==> src/rtl/barrel_shift_arbiter.sv <==
`default_nettype none
// ============================================================================
//  Module      : barrel_shift_arbiter
//  Description : Round-robin arbiter that shares one external combinational
//                barrel shifter among N_REQ requesters. Shift amounts up to
//                2*(DATA_W-1) are served by running the shifter twice; the
//                tagged result is returned through a valid/ready port.
//  Ports       :
//    clk, rst              rising-edge clock, asynchronous active-high reset
//    req_valid/req_ready   per-requester handshake (one ready bit at most)
//    req_data/req_amt/     per-requester operand, amount and direction,
//    req_dir               packed as slices of width DATA_W / AMT_W / 1
//    sh_in_data/sh_shift/  operands driven to the shared shifter
//    sh_dir
//    sh_out_data           combinational result returned by the shifter
//    res_valid/res_ready   result handshake
//    res_data/res_id       shifted result and owning requester index
//  Revision    : 1.0  initial release
// ============================================================================
module barrel_shift_arbiter #(
  parameter int N_REQ  = 2,
  parameter int DATA_W = 8,
  parameter int SH_W   = $clog2(DATA_W),
  parameter int AMT_W  = SH_W + 1,
  parameter int ID_W   = (N_REQ > 1) ? $clog2(N_REQ) : 1
) (
  input  logic                    clk,
  input  logic                    rst,
  input  logic [N_REQ-1:0]        req_valid,
  output logic [N_REQ-1:0]        req_ready,
  input  logic [N_REQ*DATA_W-1:0] req_data,
  input  logic [N_REQ*AMT_W-1:0]  req_amt,
  input  logic [N_REQ-1:0]        req_dir,
  output logic [DATA_W-1:0]       sh_in_data,
  output logic [SH_W-1:0]         sh_shift,
  output logic                    sh_dir,
  input  logic [DATA_W-1:0]       sh_out_data,
  output logic                    res_valid,
  input  logic                    res_ready,
  output logic [DATA_W-1:0]       res_data,
  output logic [ID_W-1:0]         res_id
);

  // --------------------------------------------------------------------------
  // Constants
  // --------------------------------------------------------------------------
  localparam logic [1:0] c_ST_IDLE  = 2'd0;
  localparam logic [1:0] c_ST_PASS1 = 2'd1;
  localparam logic [1:0] c_ST_PASS2 = 2'd2;
  localparam logic [1:0] c_ST_HOLD  = 2'd3;

  // Largest shift one pass of the shifter can apply, in both widths.
  localparam logic [AMT_W-1:0] c_PASS_MAX = AMT_W'(DATA_W - 1);
  localparam logic [SH_W-1:0]  c_SH_FULL  = SH_W'(DATA_W - 1);
  // Largest amount the two passes together can apply.
  localparam logic [AMT_W-1:0] c_AMT_MAX  = AMT_W'(2 * (DATA_W - 1));
  localparam logic [ID_W-1:0]  c_PTR_RST  = ID_W'(N_REQ - 1);

  // --------------------------------------------------------------------------
  // Registers and wires
  // --------------------------------------------------------------------------
  logic [1:0]        r_state;
  logic [1:0]        w_state_nxt;
  logic [ID_W-1:0]   r_ptr;
  logic [ID_W-1:0]   r_id;
  logic [DATA_W-1:0] r_data;
  logic [AMT_W-1:0]  r_amt;
  logic              r_dir;
  logic [DATA_W-1:0] r_acc;

  logic              w_grant_any;
  logic              w_grant_fire;
  logic [ID_W-1:0]   w_grant_id;
  logic [DATA_W-1:0] w_sel_data;
  logic [AMT_W-1:0]  w_sel_amt;
  logic              w_sel_dir;

  logic              w_two_pass;
  logic [AMT_W-1:0]  w_amt_clamped;
  logic [SH_W-1:0]   w_sh1;
  logic [SH_W-1:0]   w_sh2;

  // --------------------------------------------------------------------------
  // Round-robin selection
  // The search starts just after the last winner. It is done in two sweeps
  // over constant indices: first the requesters above r_ptr, then those at or
  // below it (wrap-around). The first valid hit wins and its payload is
  // multiplexed out for capture.
  // --------------------------------------------------------------------------
  always_comb begin
    w_grant_any = 1'b0;
    w_grant_id  = '0;
    w_sel_data  = '0;
    w_sel_amt   = '0;
    w_sel_dir   = 1'b0;
    for (int sweep = 0; sweep < 2; sweep++) begin
      for (int i = 0; i < N_REQ; i++) begin
        if (!w_grant_any && req_valid[i] &&
            (((sweep == 0) && (ID_W'(i) >  r_ptr)) ||
             ((sweep == 1) && (ID_W'(i) <= r_ptr)))) begin
          w_grant_any = 1'b1;
          w_grant_id  = ID_W'(i);
          w_sel_data  = req_data[i*DATA_W +: DATA_W];
          w_sel_amt   = req_amt[i*AMT_W +: AMT_W];
          w_sel_dir   = req_dir[i];
        end
      end
    end
  end

  // A grant only exists in IDLE; reset forces it off so that req_ready is
  // low immediately while rst is held, even with requests pending.
  assign w_grant_fire = (r_state == c_ST_IDLE) && w_grant_any && !rst;

  generate
    for (genvar gi = 0; gi < N_REQ; gi++) begin : g_ready
      assign req_ready[gi] = w_grant_fire && (w_grant_id == ID_W'(gi));
    end
  endgenerate

  // --------------------------------------------------------------------------
  // Pass amount split
  // Pass 1 applies up to DATA_W-1; pass 2 applies the remainder. Amounts
  // beyond the two-pass reach are clamped (the result is zero either way).
  // --------------------------------------------------------------------------
  assign w_two_pass    = (r_amt > c_PASS_MAX);
  assign w_amt_clamped = (r_amt > c_AMT_MAX) ? c_AMT_MAX : r_amt;
  assign w_sh1         = w_two_pass ? c_SH_FULL : r_amt[SH_W-1:0];
  assign w_sh2         = SH_W'(w_amt_clamped - c_PASS_MAX);

  // --------------------------------------------------------------------------
  // FSM: state register
  // --------------------------------------------------------------------------
  always_ff @(posedge clk or posedge rst) begin
    if (rst) begin
      r_state <= c_ST_IDLE;
    end else begin
      r_state <= w_state_nxt;
    end
  end

  // --------------------------------------------------------------------------
  // FSM: next-state logic
  // --------------------------------------------------------------------------
  always_comb begin
    w_state_nxt = r_state;
    case (r_state)
      c_ST_IDLE:  if (w_grant_fire) w_state_nxt = c_ST_PASS1;
      c_ST_PASS1: w_state_nxt = w_two_pass ? c_ST_PASS2 : c_ST_HOLD;
      c_ST_PASS2: w_state_nxt = c_ST_HOLD;
      c_ST_HOLD:  if (res_ready) w_state_nxt = c_ST_IDLE;
      default:    w_state_nxt = c_ST_IDLE;
    endcase
  end

  // --------------------------------------------------------------------------
  // FSM: outputs. The shifter inputs are zero unless a pass is running.
  // --------------------------------------------------------------------------
  always_comb begin
    sh_in_data = '0;
    sh_shift   = '0;
    sh_dir     = 1'b0;
    res_valid  = 1'b0;
    case (r_state)
      c_ST_PASS1: begin
        sh_in_data = r_data;
        sh_shift   = w_sh1;
        sh_dir     = r_dir;
      end
      c_ST_PASS2: begin
        sh_in_data = r_acc;
        sh_shift   = w_sh2;
        sh_dir     = r_dir;
      end
      c_ST_HOLD: begin
        res_valid  = 1'b1;
      end
      default: begin
        res_valid  = 1'b0;
      end
    endcase
  end

  // r_acc and r_id only change outside HOLD, so the result stays stable
  // while the consumer stalls.
  assign res_data = r_acc;
  assign res_id   = r_id;

  // --------------------------------------------------------------------------
  // Datapath registers: request capture, pointer and pass accumulator
  // --------------------------------------------------------------------------
  always_ff @(posedge clk or posedge rst) begin
    if (rst) begin
      r_ptr  <= c_PTR_RST;
      r_id   <= '0;
      r_data <= '0;
      r_amt  <= '0;
      r_dir  <= 1'b0;
      r_acc  <= '0;
    end else begin
      if (w_grant_fire) begin
        r_ptr  <= w_grant_id;
        r_id   <= w_grant_id;
        r_data <= w_sel_data;
        r_amt  <= w_sel_amt;
        r_dir  <= w_sel_dir;
      end
      if ((r_state == c_ST_PASS1) || (r_state == c_ST_PASS2)) begin
        r_acc <= sh_out_data;
      end
    end
  end

endmodule
`default_nettype wire
==> config.mk <==
export PLATFORM = sky130hd
export DESIGN_NAME = barrel_shift_arbiter
export DESIGN_NICKNAME = d
export VERILOG_FILES = /design/src/rtl/barrel_shift_arbiter.sv
export SDC_FILE = /design/constraint.sdc
export NUM_CORES = 1
export LEC_CHECK = 0
export BUFFER_PORTS_ARGS = -buffer_cell sky130_fd_sc_hd__buf_2
export CORE_MARGIN = 2
export CORE_UTILIZATION = 47
export CTS_CLUSTER_SIZE = 10
export DETAILED_ROUTE_END_ITERATION = 16
export PLACE_DENSITY = 0.8
export SKIP_CTS_REPAIR_TIMING = 1
export SLEW_MARGIN = 20
export SYNTH_ARGS = -nofsm -noshare
export SYNTH_HDL_FRONTEND = slang
export SYNTH_SLANG_ARGS = --single-unit
==> constraint.sdc <==
create_clock -name clk -period 2.05 [get_ports clk]
set_input_delay 0.3075 -clock clk [delete_from_list [all_inputs] [get_ports clk]]
set_output_delay 0.3075 -clock clk [all_outputs]
set_load 0.1 [all_outputs]
======== Word-level counts from Yosys, hierarchy flattened ========
Cells that the tools add are included.
word-level totals
  register bits after elaboration ......... 25
  bits in latches ......................... 0
  memory bits (writable) .................. 0
  bits in read-only memories .............. 0
  output and inout port bits .............. 24
  logic and storage cells ................. 68
  memories kept ........................... 0
operators by class
  add/subtract/negate cells ............... 1
  $mul .................................... 0
  div/mod/pow operators ................... 0
  magnitude comparators ................... 6
  eq/ne operators ......................... 5
  shift-type cells ........................ 0
  muxes and demuxes ....................... 29
  bitwise logic cells ..................... 1
  reductions and logical operators ........ 19
operators with widths
  kind                 count
  $mux 8               4
  $mux 4               4
  $pmux 8 s2           1
  $mux 1               14
  $logic_and 1x1->1    11
  $pmux 2 s4           1
  $mux 3               2
  $pmux 3 s2           1
  $eq 2x2->1 const B   2
  $gt 4x3->1 const B   1
  $gt 4x4->1 const B   1
  $logic_not 1->1      4
  $mux 2               2
  $ne 2x2->1 const B   2
  $sub 3x3->3 const B  1
  $eq 2x1->1 const B   1
  $gt 1x1->1 const A   2
  $le 1x1->1 const A   2
  $logic_not 2->1      1
  $reduce_and 2->1     1
  $reduce_or 2->1      1
  $logic_or 1x1->1     1
  $not 1->1            1

======== Longest topological paths before layout ========
Gate-level depths: netlist of run 1.
  depth after elaboration ................. 19
  mapped depth ............................ 7

======== Least setup slack after synthesis of run 1 ========
No wires, ideal clock.
  path kind ............................... reg-to-output
  from .................................... reg r_state[1]
  to ...................................... out sh_shift[1]
  arrival time ............................ 3324 ps
  required time ........................... 1742 ps
  setup slack ............................. -1582 ps
  stages on the path, launching flop included .. 5
  buffers on the path ..................... 1
  path through ............................ dfrtp_1 -> inv_1 -> ha_1 -> buf_1 -> a21boi_0
between the ends
  longest elaborated chain between the ends .. 2
  elaborated cells on any way between the ends .. 3
  those cells by class .................... eq/ne: 2; mux: 1
ends and longest elaborated chain
  item                                      line  source
  from (decl)                               62    logic [1:0] r_state;
  from (signal assigned)                    136   r_state <= c_ST_IDLE;
  from (signal assigned)                    138   r_state <= w_state_nxt;
  $eq 2x2->1 or $eq 2x1->1 (tied branches)  164   case (r_state)
  $pmux 3 s2 (*)                            164
  to (decl)                                 35    output logic [SH_W-1:0] sh_shift,
Mark *: on every way between the ends. The rest lies on a longest branch, timed or not.

======== Worst setup path in the final report of run 1 ========
  from .................................... reg r_state[0]
  to ...................................... out req_ready[0]
between the ends
  longest elaborated chain between the ends .. 4
ends and longest elaborated chain
  item                            line  source
  $logic_not 2->1                 113   assign w_grant_fire = (r_state == c_ST_IDLE) && w_grant_any && !rst;
  $logic_and 1x1->1 (2 in a row)  113
  $logic_and 1x1->1               117   assign req_ready[gi] = w_grant_fire && (w_grant_id == ID_W'(gi));
  to (decl)                       30    output logic [N_REQ-1:0] req_ready,
No other way between the ends.

==> metrics.csv, run 1 <==
metric,value,unit
top-count cell post-synth,dfrtp_1,
Least-Margin Pin Slew,0.5708,ns
Syn. warnings,0,
CTS Buf Count,3,
Area Overhead vs Synth,60.07,%
RSZ-0062 raised after global routing,yes,
ant diodes,0,
Rows,19,
Yosys top cell area share,42.22,%
Rel. slew slack,61.95,%
Overflow after GRT,0,
first-pass GRT wire length,6.072,mm
DR vias,1351,
DR iter-0 viols,35,
Finished Cell Area,0.002277,sq mm
Num Clock Sinks,25,
"slowest stage delay, CP",0.47,ns
height of the chip,59.02,um
crit share post-route,99.82,%
initial antenna violation count,0,
syn_nets,172,
WHS,0.2027,ns
DRT Wirelength,3.937,mm
starting density of the core,50.71,%
PortBufs,62,
"Req. time, crit path",1.74,ns
Async SR Flop Fraction,100.0,%
# setup viols final,0,
GRT Overall Usage,22.79,%
post-synthesis cell count,127,
final-report hold violation count,0,
Root Buffer,clkbuf_4,
Crit Path Class,flip-flop to primary output,
CP Launch Type,flip-flop,
# nets final,249,
status,"complete, no violations",
final max-slew violation count,0,
Crit. End Element,primary output,
IO Pins,63,
total core area,0.002805,sq mm
# DRC,0,
Worst Path Buf+Inv,3,
Detail Route Antenna Nets,0,
synthesized area,0.001423,sq mm
clock-pin slew on the worst setup and hold paths,0.15,ns
Finished Core Util,81.18,%
HP Class,input pin to flip-flop,
largest net degree at the start of global routing,20,
H-tree depth,1,
post-synth top area cell,dfrtp_1,
CP Data Arrival Time,1.74,ns
die area,0.003483,sq mm
placed instance area,0.002074,sq mm
crit-path cells,inv_2 > ha_4 > nor2b_4 > and3_1 > buf_6 > buf_12,
HPWL after DPL,2.881,mm
fmax,488.7,MHz
wire length per cell,16.82,um
Vias/cell,5.774,
Worst path top cell family by delay,flip-flops,
"FF+latch count, synth",25,
clk_lat worst skew,0.32,ns
vias in the first global route,1325,
Max Clock Skew,0.01074,ns
synth top area cells,"dfrtp_1 (42%), mux2_2 (7.1%), o21a_1 (6.9%)",
slowest CP cell,dfrtp_1,
max_cap viols,0,
sequential area share after synthesis,44.06,%
post-route minimum period,2.046,ns
Pre-antenna DRT Iters,4,
Placer Congestion,0.7969,
post-synth cell types,31,
CTS tree,yes,
"Primary FF master, synth",dfrtp_1,
Clock Tree Buf Depth,2,
die width,59.02,um
"top cells by count, synth","dfrtp_1 (24), o21a_1 (13)",
number of enable flip-flop cells after synthesis,0,
worst-path fanout max,6,
share of cells above drive strength 1,63.55,%
Mapped Avg Cell Area,11.20,sq um
-- area by class of cell --
class                           instances  area (sq um)
Clock buffer                            3         22.52
Clock inverter                          1         5.005
Fill cell                             167         528.0
Inverter                                5         18.77
Multi-Input combinational cell         86         860.8
Sequential cell                        25         634.4
Tap cell                               31         38.79
Timing Repair Buffer                   83         696.9
-- flip-flops by register name, indices dropped and copies added, names as in the netlist --
register,count
r_data,8
res_data,8
r_amt,4
r_state,2
r_dir,1
r_ptr,1
res_id,1
-- worst paths after layout --
kind / startpoint / to / slack (ns) / depth (start not counted)
worst max-delay path: r_state[0] / req_ready[0] / 0.004 / 6
worst min-delay path: req_data[2] / r_data[2] / 0.20 / 2
worst max register to register: r_state[0] / r_amt[3] / 0.22 / 5
worst min register to register: res_id / res_id / 0.54 / 1
max in group asynchronous: rst / res_data[0] / 1.00 / 4
min in group asynchronous: rst / r_dir / 0.48 / 3
-- metal layers --
layer / global-route usage, % / up-vias / wire length, um
li1: - / 626 / -
met1: 26.94 / 673 / 1518
met2: 41.75 / 44 / 2188
met3: 2.402 / 8 / 154
met4: 9.416 / 0 / 76
met5: 0 / - / 0
-- layout by cell type (no fill, tap or decap), drive strengths merged, types with 3 or more instances in the layout --
cell,n
nor2,3
mux2,9
a221o,13
buf,82
nand2,4
inv,5
dfrtp,24
nor2b,10
ha,6
o21a,13
o21ai,3
a22oi,9
clkbuf,3
-- stage by stage --
step | setup TNS, ns | instances | worst slack [ns]
after global placement | 0 | 215 | 0.2065
after global routing | -0.3769 | 234 | -0.09084
after floorplan | 0 | 127 | 0.001755
after detailed placement | 0 | 215 | 0.1250
final | 0 | 234 | 0.003791
after CTS | -1.859 | 219 | -0.2525
-- cell families after synthesis --
group / after synthesis / share of synthesized area (%)
AOI/OAI and AO/OA: 48 / 27.62
DFF: 25 / 44.06
and+or+nand+nor: 22 / 8.970
buffers and inverters: 16 / 6.331
muxes: 9 / 7.124
adders and majority gates: 6 / 5.277
xor gates and xnor gates: 1 / 0.6158
Power of run 1 is not shown: default switching activity piles up to over one toggle a cycle in this logic, so the estimate is an artifact.
==> inputs of run 2 (changes only) <==
REMOVE_ABC_BUFFERS = 1   (was default)
==> run 2 against run 1 <==
Net effect: utilization is 1.8 points lower; flip-flop and latch count stayed put; sequential share of layout area is 0.40 points higher; via count is 2.3% higher; clock skew is 0.0064 ns lower; maximum frequency is 6.6% lower; setup slack worse by 0.15 ns; worst hold slack worse by 0.13 ns; clock-buffer cell count stayed put; critical endpoint is now sh_shift[2]; non-clock buffer count is 4 lower; the run now ends with setup timing left; register-to-register slack better by 0.05 ns; final cell count is 1.7% lower.
==> metrics.csv, run 2 (synthesis gave the netlist of run 1 again) <==
metric,value,unit,change
status,"complete, but fails checks",,"was complete, no violations"
failing checks,setup timing,,
Max Clock Skew,0.004369,ns,was 0.01074 ns
worst-path fanout max,3,,was 6
Finished Cell Area,0.002227,sq mm,was 0.002277 sq mm
first-pass GRT wire length,6.499,mm,was 6.072 mm
final-report hold violation count,0,,unchanged
CTS tree,yes,,unchanged
share of cells above drive strength 1,62.81,%,was 63.55%
Worst Path Buf+Inv,2,,was 3
final max-slew violation count,0,,unchanged
CTS Buf Count,3,,unchanged
final setup TNS,-0.1694,ns,was 0 ns
Least-Margin Pin Slew,0.6366,ns,was 0.5708 ns
PnR worst setup slack,-0.1414,ns,was 0.003791 ns
initial antenna violation count,0,,unchanged
GRT Overall Usage,24.83,%,was 22.79%
largest net degree at the start of global routing,18,,was 20
wire length per cell,19.64,um,was 16.82 um
Vias/cell,6.009,,was 5.774
Detail Route Antenna Nets,0,,unchanged
total core area,0.002805,sq mm,unchanged
"commonest non-fill, non-tap cells in the layout","buf_2 (49), dfrtp_1 (22), buf_12 (14), o21a_1 (13), buf_4 (12)",,"was buf_2 (48), buf_4 (18), dfrtp_1 (18), buf_12 (15), o21a_1 (13)"
die width,59.02,um,unchanged
Placer Congestion,0.8040,,was 0.7969
fmax,456.3,MHz,was 488.7 MHz
Finished Core Util,79.39,%,was 81.18%
H-tree depth,1,,unchanged
clock-pin slew on the worst setup and hold paths,0.15,ns,about the same
Root Buffer,clkbuf_4,,unchanged
fillers,160,,was 167
# DRC,0,,unchanged
RSZ-0062 raised after global routing,yes,,unchanged
Crit. End Element,primary output,,unchanged
Rel. slew slack,57.51,%,was 61.95%
Pre-antenna DRT Iters,4,,unchanged
placed instance area,0.001986,sq mm,was 0.002074 sq mm
crit share post-route,106.9,%,was 99.82%
# nets final,245,,was 249
Overflow after GRT,0,,unchanged
height of the chip,59.02,um,unchanged
"Req. time, crit path",1.74,ns,about the same
die area,0.003483,sq mm,unchanged
clk_lat worst skew,0.33,ns,was 0.32 ns
Num Clock Sinks,25,,unchanged
post-route minimum period,2.191,ns,was 2.046 ns
Crit Path Class,flip-flop to primary output,,unchanged
CP Launch Type,flip-flop,,unchanged
DR vias,1382,,was 1351
HPWL after DPL,3.086,mm,was 2.881 mm
Clock Tree Buf Depth,2,,unchanged
max_cap viols,0,,unchanged
slowest CP cell,dfrtp_1,,unchanged
crit-path cells,inv_1 > a31oi_2 > ha_1 > xor2_1 > nand2_1 > a21boi_2 > buf_12,,was inv_2 > ha_4 > nor2b_4 > and3_1 > buf_6 > buf_12
vias in the first global route,1408,,was 1325
most common library cell in the layout ignoring fill and taps,buf_2,,unchanged
"slowest stage delay, CP",0.43,ns,was 0.47 ns
CP Data Arrival Time,1.88,ns,was 1.74 ns
pre-CTS setup slack,0.07706,ns,was 0.1250 ns
Rows,19,,unchanged
PortBufs,62,,unchanged
Worst path top cell family by delay,flip-flops,,unchanged
ant diodes,0,,unchanged
IO Pins,63,,unchanged
HP Class,input pin to asynchronous set/reset pin,,was input pin to flip-flop
DR iter-0 viols,61,,was 35
starting density of the core,50.71,%,unchanged
DRT Wirelength,4.517,mm,was 3.937 mm
# setup viols final,2,,was 0
Area Overhead vs Synth,56.55,%,was 60.07%
run 2: through the flow:
stage / std cells / hold slack, ns
2_1_floorplan: 116 / 0.3341
3_3_place_gp: 219 / 0.4384
3_5_place_dp: 219 / 0.4491
4_1_cts: 223 / 0.08694
5_1_grt: 230 / 0.1266
6_report: 230 / 0.07476
run 2: final timing paths:
check	startpoint	depth (start not counted)	end	slack (ns)
setup / recovery	r_amt[0]	7	sh_shift[2]	-0.14
hold / removal	rst	2	r_data[0]	0.07
setup reg to reg	r_state[0]	5	r_dir	0.27
hold reg to reg	res_id	1	res_id	0.56
max in group asynchronous	rst	3	r_state[1]	1.39
min in group clk	req_data[0]	2	r_data[0]	0.19
run 2: layout make-up:
class                           count  area (sq um)  share of cell area, %
Clock buffer                        3         22.52                  1.011
Clock inverter                      1         5.005                 0.2247
Inverter                            5         23.77                  1.067
Multi-Input combinational cell     86         843.3                  37.87
Sequential cell                    25         629.4                  28.26
Tap cell                           31         38.79                  1.742
Timing Repair Buffer               79         664.4                  29.83
run 2: worst register-to-register path, cell delays in order (launching register included):
cell	delay, ns
dfrtp_2	0.49
inv_4	0.11
ha_4	0.16
nand2b_1	0.33
o21a_1	0.31
a221o_2	0.30
run 2: metal layers:
| layer | wire length (um) | track usage [%] |
|---|---|---|
| met1 | 1731 | 29.38 |
| met2 | 2350 | 44.60 |
| met3 | 307 | 5.459 |
| met4 | 127 | 7.792 |
| met5 | 0 | 0 |
Power of run 2 is left out for the same reason.
